## config.mk

```make
export PLATFORM = sky130hd
export DESIGN_NAME = multicycle_controller
export DESIGN_NICKNAME = d
export VERILOG_FILES = /design/src/rtl/multicycle_controller.sv
export SDC_FILE = /design/constraint.sdc
export NUM_CORES = 1
export LEC_CHECK = 0
export CORE_MARGIN = 5
export CORE_UTILIZATION = 35
export DETAILED_ROUTE_END_ITERATION = 8
export PLACE_DENSITY = 0.77
export SETUP_SLACK_MARGIN = 0.15
export SYNTH_ARGS = -nofsm -noshare
export SYNTH_HDL_FRONTEND = slang
export SYNTH_SLANG_ARGS = --single-unit
export TNS_END_PERCENT = 10
```

## constraint.sdc

```tcl
create_clock -name clk -period 1.35 [get_ports clk]
set_input_delay 0.27 -clock clk [delete_from_list [all_inputs] [get_ports clk]]
set_output_delay 0.27 -clock clk [all_outputs]
set_load 0.1 [all_outputs]
```

## src/rtl/multicycle_controller.sv

```systemverilog
// Main control FSM of the multicycle RV32I core, with a memory-ready stall handshake.
// Optional trap on unknown opcodes when ILLEGAL_OP_TRAP_EN is defined (adds TRAP state and illegal_op).
module multicycle_controller #(
    parameter int STATE_W = 4
) (
    input  logic               clk,
    input  logic               rst_n,
    input  logic [6:0]         op,
    input  logic               zero,
    input  logic               mem_ready,
    output logic               pc_write,
    output logic               adr_src,
    output logic               mem_write,
    output logic               ir_write,
    output logic [1:0]         result_src,
    output logic [1:0]         alu_src_a,
    output logic [1:0]         alu_src_b,
    output logic [1:0]         alu_op,
    output logic [1:0]         imm_src,
    output logic               reg_write,
`ifdef ILLEGAL_OP_TRAP_EN
    output logic               illegal_op,
`endif
    output logic [STATE_W-1:0] state_dbg
);

    // state     | meaning
    // ----------+---------------------------------------------------------
    // FETCH     | read instruction at PC, PC <= PC+4 when memory is ready
    // DECODE    | read register file, ALUOut <= OldPC + imm (branch target)
    // MEMADR    | ALUOut <= rs1 + imm (load/store address)
    // MEMREAD   | read data memory at ALUOut, wait for mem_ready
    // MEMWB     | rd <= Data
    // MEMWRITE  | write rs2 to memory at ALUOut, wait for mem_ready
    // EXECR     | ALUOut <= rs1 op rs2
    // EXECI     | ALUOut <= rs1 op imm
    // ALUWB     | rd <= ALUOut
    // BEQ       | compare rs1/rs2, PC <= branch target when equal
    // JAL       | PC <= target, ALUOut <= OldPC + 4 (link value)
    // TRAP      | unknown opcode, frozen until reset (optional)

    localparam logic [6:0] OP_LW  = 7'b0000011;
    localparam logic [6:0] OP_SW  = 7'b0100011;
    localparam logic [6:0] OP_R   = 7'b0110011;
    localparam logic [6:0] OP_I   = 7'b0010011;
    localparam logic [6:0] OP_BEQ = 7'b1100011;
    localparam logic [6:0] OP_JAL = 7'b1101111;

    typedef enum logic [STATE_W-1:0] {
        s_fetch    = STATE_W'(0),
        s_decode   = STATE_W'(1),
        s_memadr   = STATE_W'(2),
        s_memread  = STATE_W'(3),
        s_memwb    = STATE_W'(4),
        s_memwrite = STATE_W'(5),
        s_execr    = STATE_W'(6),
        s_execi    = STATE_W'(7),
        s_aluwb    = STATE_W'(8),
        s_beq      = STATE_W'(9),
        s_jal      = STATE_W'(10)
`ifdef ILLEGAL_OP_TRAP_EN
        , s_trap   = STATE_W'(11)
`endif
    } state_t;

    state_t state;
    state_t state_nxt;
    state_t cur;

    logic pcw_raw;
    logic mw_raw;
    logic irw_raw;
    logic rw_raw;

    always_ff @(posedge clk) begin
        if (!rst_n) begin
            state <= s_fetch;
        end else begin
            state <= state_nxt;
        end
    end

    // While reset is held the outputs show FETCH, even before the first clock edge.
    always_comb begin
        cur        = rst_n ? state : s_fetch;
        state_nxt  = s_fetch;
        pcw_raw    = 1'b0;
        mw_raw     = 1'b0;
        irw_raw    = 1'b0;
        rw_raw     = 1'b0;
        adr_src    = 1'b0;
        result_src = 2'b00;
        alu_src_a  = 2'b00;
        alu_src_b  = 2'b00;
        alu_op     = 2'b00;
`ifdef ILLEGAL_OP_TRAP_EN
        illegal_op = 1'b0;
`endif
        case (cur)
            s_fetch: begin
                alu_src_b  = 2'b10;
                result_src = 2'b10;
                irw_raw    = mem_ready;
                pcw_raw    = mem_ready;
                state_nxt  = mem_ready ? s_decode : s_fetch;
            end
            s_decode: begin
                alu_src_a = 2'b01;
                alu_src_b = 2'b01;
                case (op)
                    OP_LW, OP_SW: state_nxt = s_memadr;
                    OP_R:         state_nxt = s_execr;
                    OP_I:         state_nxt = s_execi;
                    OP_BEQ:       state_nxt = s_beq;
                    OP_JAL:       state_nxt = s_jal;
`ifdef ILLEGAL_OP_TRAP_EN
                    default:      state_nxt = s_trap;
`else
                    default:      state_nxt = s_fetch;
`endif
                endcase
            end
            s_memadr: begin
                alu_src_a = 2'b10;
                alu_src_b = 2'b01;
                if (op == OP_SW) begin
                    state_nxt = s_memwrite;
                end else if (op == OP_LW) begin
                    state_nxt = s_memread;
                end else begin
                    state_nxt = s_fetch;
                end
            end
            s_memread: begin
                adr_src   = 1'b1;
                state_nxt = mem_ready ? s_memwb : s_memread;
            end
            s_memwb: begin
                result_src = 2'b01;
                rw_raw     = 1'b1;
                state_nxt  = s_fetch;
            end
            s_memwrite: begin
                adr_src   = 1'b1;
                mw_raw    = 1'b1;
                state_nxt = mem_ready ? s_fetch : s_memwrite;
            end
            s_execr: begin
                alu_src_a = 2'b10;
                alu_src_b = 2'b00;
                alu_op    = 2'b10;
                state_nxt = s_aluwb;
            end
            s_execi: begin
                alu_src_a = 2'b10;
                alu_src_b = 2'b01;
                alu_op    = 2'b10;
                state_nxt = s_aluwb;
            end
            s_aluwb: begin
                rw_raw    = 1'b1;
                state_nxt = s_fetch;
            end
            s_beq: begin
                alu_src_a = 2'b10;
                alu_op    = 2'b01;
                pcw_raw   = zero;
                state_nxt = s_fetch;
            end
            s_jal: begin
                alu_src_a = 2'b01;
                alu_src_b = 2'b10;
                pcw_raw   = 1'b1;
                state_nxt = s_aluwb;
            end
`ifdef ILLEGAL_OP_TRAP_EN
            s_trap: begin
                illegal_op = 1'b1;
                state_nxt  = s_trap;
            end
`endif
            default: begin
                state_nxt = s_fetch;
            end
        endcase
    end

    always_comb begin
        case (op)
            OP_SW:   imm_src = 2'b01;
            OP_BEQ:  imm_src = 2'b10;
            OP_JAL:  imm_src = 2'b11;
            default: imm_src = 2'b00;
        endcase
    end

    // Architectural write strobes are killed outright while reset is asserted.
    assign pc_write  = pcw_raw & rst_n;
    assign mem_write = mw_raw  & rst_n;
    assign ir_write  = irw_raw & rst_n;
    assign reg_write = rw_raw  & rst_n;
    assign state_dbg = cur;

endmodule

```

==> metrics.cfg <==
[sta]
fin_skew_ns = 0.01044
period_needed_ns = 1.886
maxSlewHeadroom_pct = 79.54
hold_ws_ns = 0.6342
grt_setup_unrepaired = yes
tightestPinTransition_ns = 0.3051
share_of_the_clock_period_used_by_the_worst_path_pct = 139.7
finalMaxSlewViolations = 0
hold_viol_final = 0
fin_setup_tns_ns = -6.838
final.setup.worst_slack_ns = -0.5358
fmax_mhz = 530.3
setup_violations = 22

[synthesis]
synthDistinctLibCells = 38
count_of_flip_flops_with_a_built_in_enable_after_synthesis = 0
main_combinational_cell_family_by_area_after_synthesis = simple AND/OR/NAND/NOR gates
postSynth.asyncResetShare_pct = 0
yosys.area_share.simple_pct = 46.68
warnings_from_yosys = 0
postSynthAreaPerCell_sq_um = 6.932
synth.top_cell.area_share_pct = 13.28
syn-cell-area_sq_um = 603.1
synth_xor_xnor_area_share_pct = 7.261
synth.yosys.seq_area_share_pct = 13.28
synthCells = 87
biggest_area_contributors_in_the_synthesized_netlist = dfxtp_1 (13%), and3_1 (5.2%), nor2b_1 (5.2%)
postSynth.topFlopCell = dfxtp_1
synth.largest_area_cell = dfxtp_1
synth.net_count = 98
synthAdderAreaFrac_pct = 0
ys_seq_elements = 4
synth.area.mux_share_pct = 0
area_fraction_in_compound_gates_after_synthesis_pct = 25.31

[setup_path]
critPathMaxFanout = 2
critical_path_arrival_ns = 1.62
worst_setup_sp_type = register
timing.critical_path.to_type = output port
rrSetupSlack_ns = -0.15
worst-setup-path-type = register to output port
worstPathRequired_ns = 1.08

[global_route]
grt_pass1_wl_um = 4795
grt_antenna_before_repair = 0
grt_overflow_total = 0
grt_pass1_vias = 1016
track_usage_pct = 23.72
grt_start_max_net_pins = 13

[placed_design]
gp_routability_congestion = 0.9230
buffer_ports.inserted = 29
place.detailed.instances = 163
dpl.hpwl_um = 2201

[power]
irDropWorstVdd_mv = 0.5275
cellLeakagePower_nw = 0.6594
powerDensity_nw_per_um2 = 390.3

[layout]
number_of_flip_flops_under_the_largest_register_name = 4
filler_cells_inserted = 60
stdcell_count = 167
net_count_of_the_finished_layout = 163
drive_above_1_share_pct = 63.33
layout_top_registers = state x4
antennaDiodeCount = 0
most-common-layout-cells = buf_4 (30), buf_12 (19), clkdlybuf4s50_1 (9)
most_common_library_cell_in_the_layout_ignoring_fill_and_taps = buf_4
layout-area-overhead-vs-synth_pct = 158.5
largest-register = state

[detailed_routing]
wl_per_cell_um = 19.49
ant_nets = 0
routed_wirelength_um = 3254
detail_route.drc_violations = 0
drt_first_pass_iters = 4
via_count = 1015
first_iter_violations = 45
viasPerCell = 6.078

[run_status]
violations = negative setup slack
outcome = finished, violations left

[clock_network]
cts.clk_slew.worst_paths_ns = 0.05
htree_levels = 1
clkLatencyLatePin_ns = 0.25
clkSinkCount = 4
tritoncts.num_buffers = 3
tritoncts = yes
cts_max_path_buffers = 2
hold_buffers = 0
clk_root_buffer_cell = clkbuf_4

[run]
cap_violations = 0

[die]
chipHeight_um = 51.51
die_w_um = 51.51
ios = 30
initial_cell_density_of_the_core_pct = 35.70
std_cell_rows = 15
die_area_sq_um = 2653
design.core.area_sq_um = 1689

[min_path]
hold_path.class = input port to register

[path summary, 6_finish.rpt]
| check | start | cells past startpoint | end |
|---|---|---|---|
| min | rst_n | 3 | state[0]$_SDFF_PN0_ |
| max | state[2]$_SDFF_PN0_ | 5 | pc_write |
| min reg2reg | state[3]$_SDFF_PN0_ | 2 | state[2]$_SDFF_PN0_ |
| max reg2reg | state[1]$_SDFF_PN0_ | 6 | state[0]$_SDFF_PN0_ |
[per-stage QoR]
stage / area, sq um / util, % / setup WS (ns) / power, mW
CTS: 1518 / 89.85 / -0.4935 / 0.5828
detailed placement: 1439 / 85.19 / -0.5818 / 0.4270
floorplan: 703.2 / - / -1.121 / 0.2757
global route: 1559 / 92.30 / -0.6820 / 0.6332
finish: 1559 / 92.30 / -0.5358 / 0.6085
global placement: 1439 / 85.19 / -0.4527 / 0.4179
[cell families (layout without fill, tap and decap cells)]
kind of cell,Yosys count,after routing
AOI/OAI and AO/OA,20,20
xor gates and xnor gates,5,5
buffers and inverters,10,73
DFF,4,4
and+or+nand+nor,48,48
[cell usage after synthesis, types with 2 or more instances]
cell type,count
a21oi_1,4
a22oi_1,2
a31oi_1,2
and3_1,5
buf_2,3
dfxtp_1,4
inv_1,5
nand2_1,6
nand2b_1,4
nand3_1,4
nand4_1,3
nor2_1,5
nor2b_1,5
nor3_1,4
nor3b_1,2
o31ai_1,3
or3_1,2
xnor2_1,3
xor2_1,2
[layout make-up]
class / instances / area, sq um / area share (%)
clock buffers: 3 / 22.52 / 1.445
inverters: 5 / 22.52 / 1.445
multi-input cells: 73 / 626.9 / 40.21
repair buffers: 65 / 778.2 / 49.92
flip-flops and latches: 4 / 87.58 / 5.618
well taps: 17 / 21.27 / 1.364
[where the power goes]
group          internal (mW)  switching [mW]  total (mW)
Clock                  0.100          0.0620       0.162
Combinational          0.147           0.178       0.326
Sequential             0.119         0.00146       0.121
[layer usage]
| layer | share of wire [%] | track usage (%) | vias up |
|---|---|---|---|
| met1 | 36 | 24.96 | 481 |
| li1 | - | - | 447 |
| met5 | 0 | 0 | - |
| met2 | 52 | 47.03 | 69 |
| met4 | 4.0 | 8.297 | 0 |
| met3 | 8.0 | 3.152 | 18 |
[critical path, cell delays in order (launching register included)]
cell and delay [ns]:
dfxtp_2 0.33, or3_4 0.39, o21ai_4 0.14, and3_4 0.19
o21bai_4 0.12, buf_12 0.19
[what timing repair did]
item                                    4_1_cts  5_1_grt
buffers inserted                              1        0
endpoints found under the setup margin       23       23
pin swaps                                     7        1
gates cloned                                  0        0
resized for setup                            20       10
Note: power is estimated with default switching activity, not from simulation.
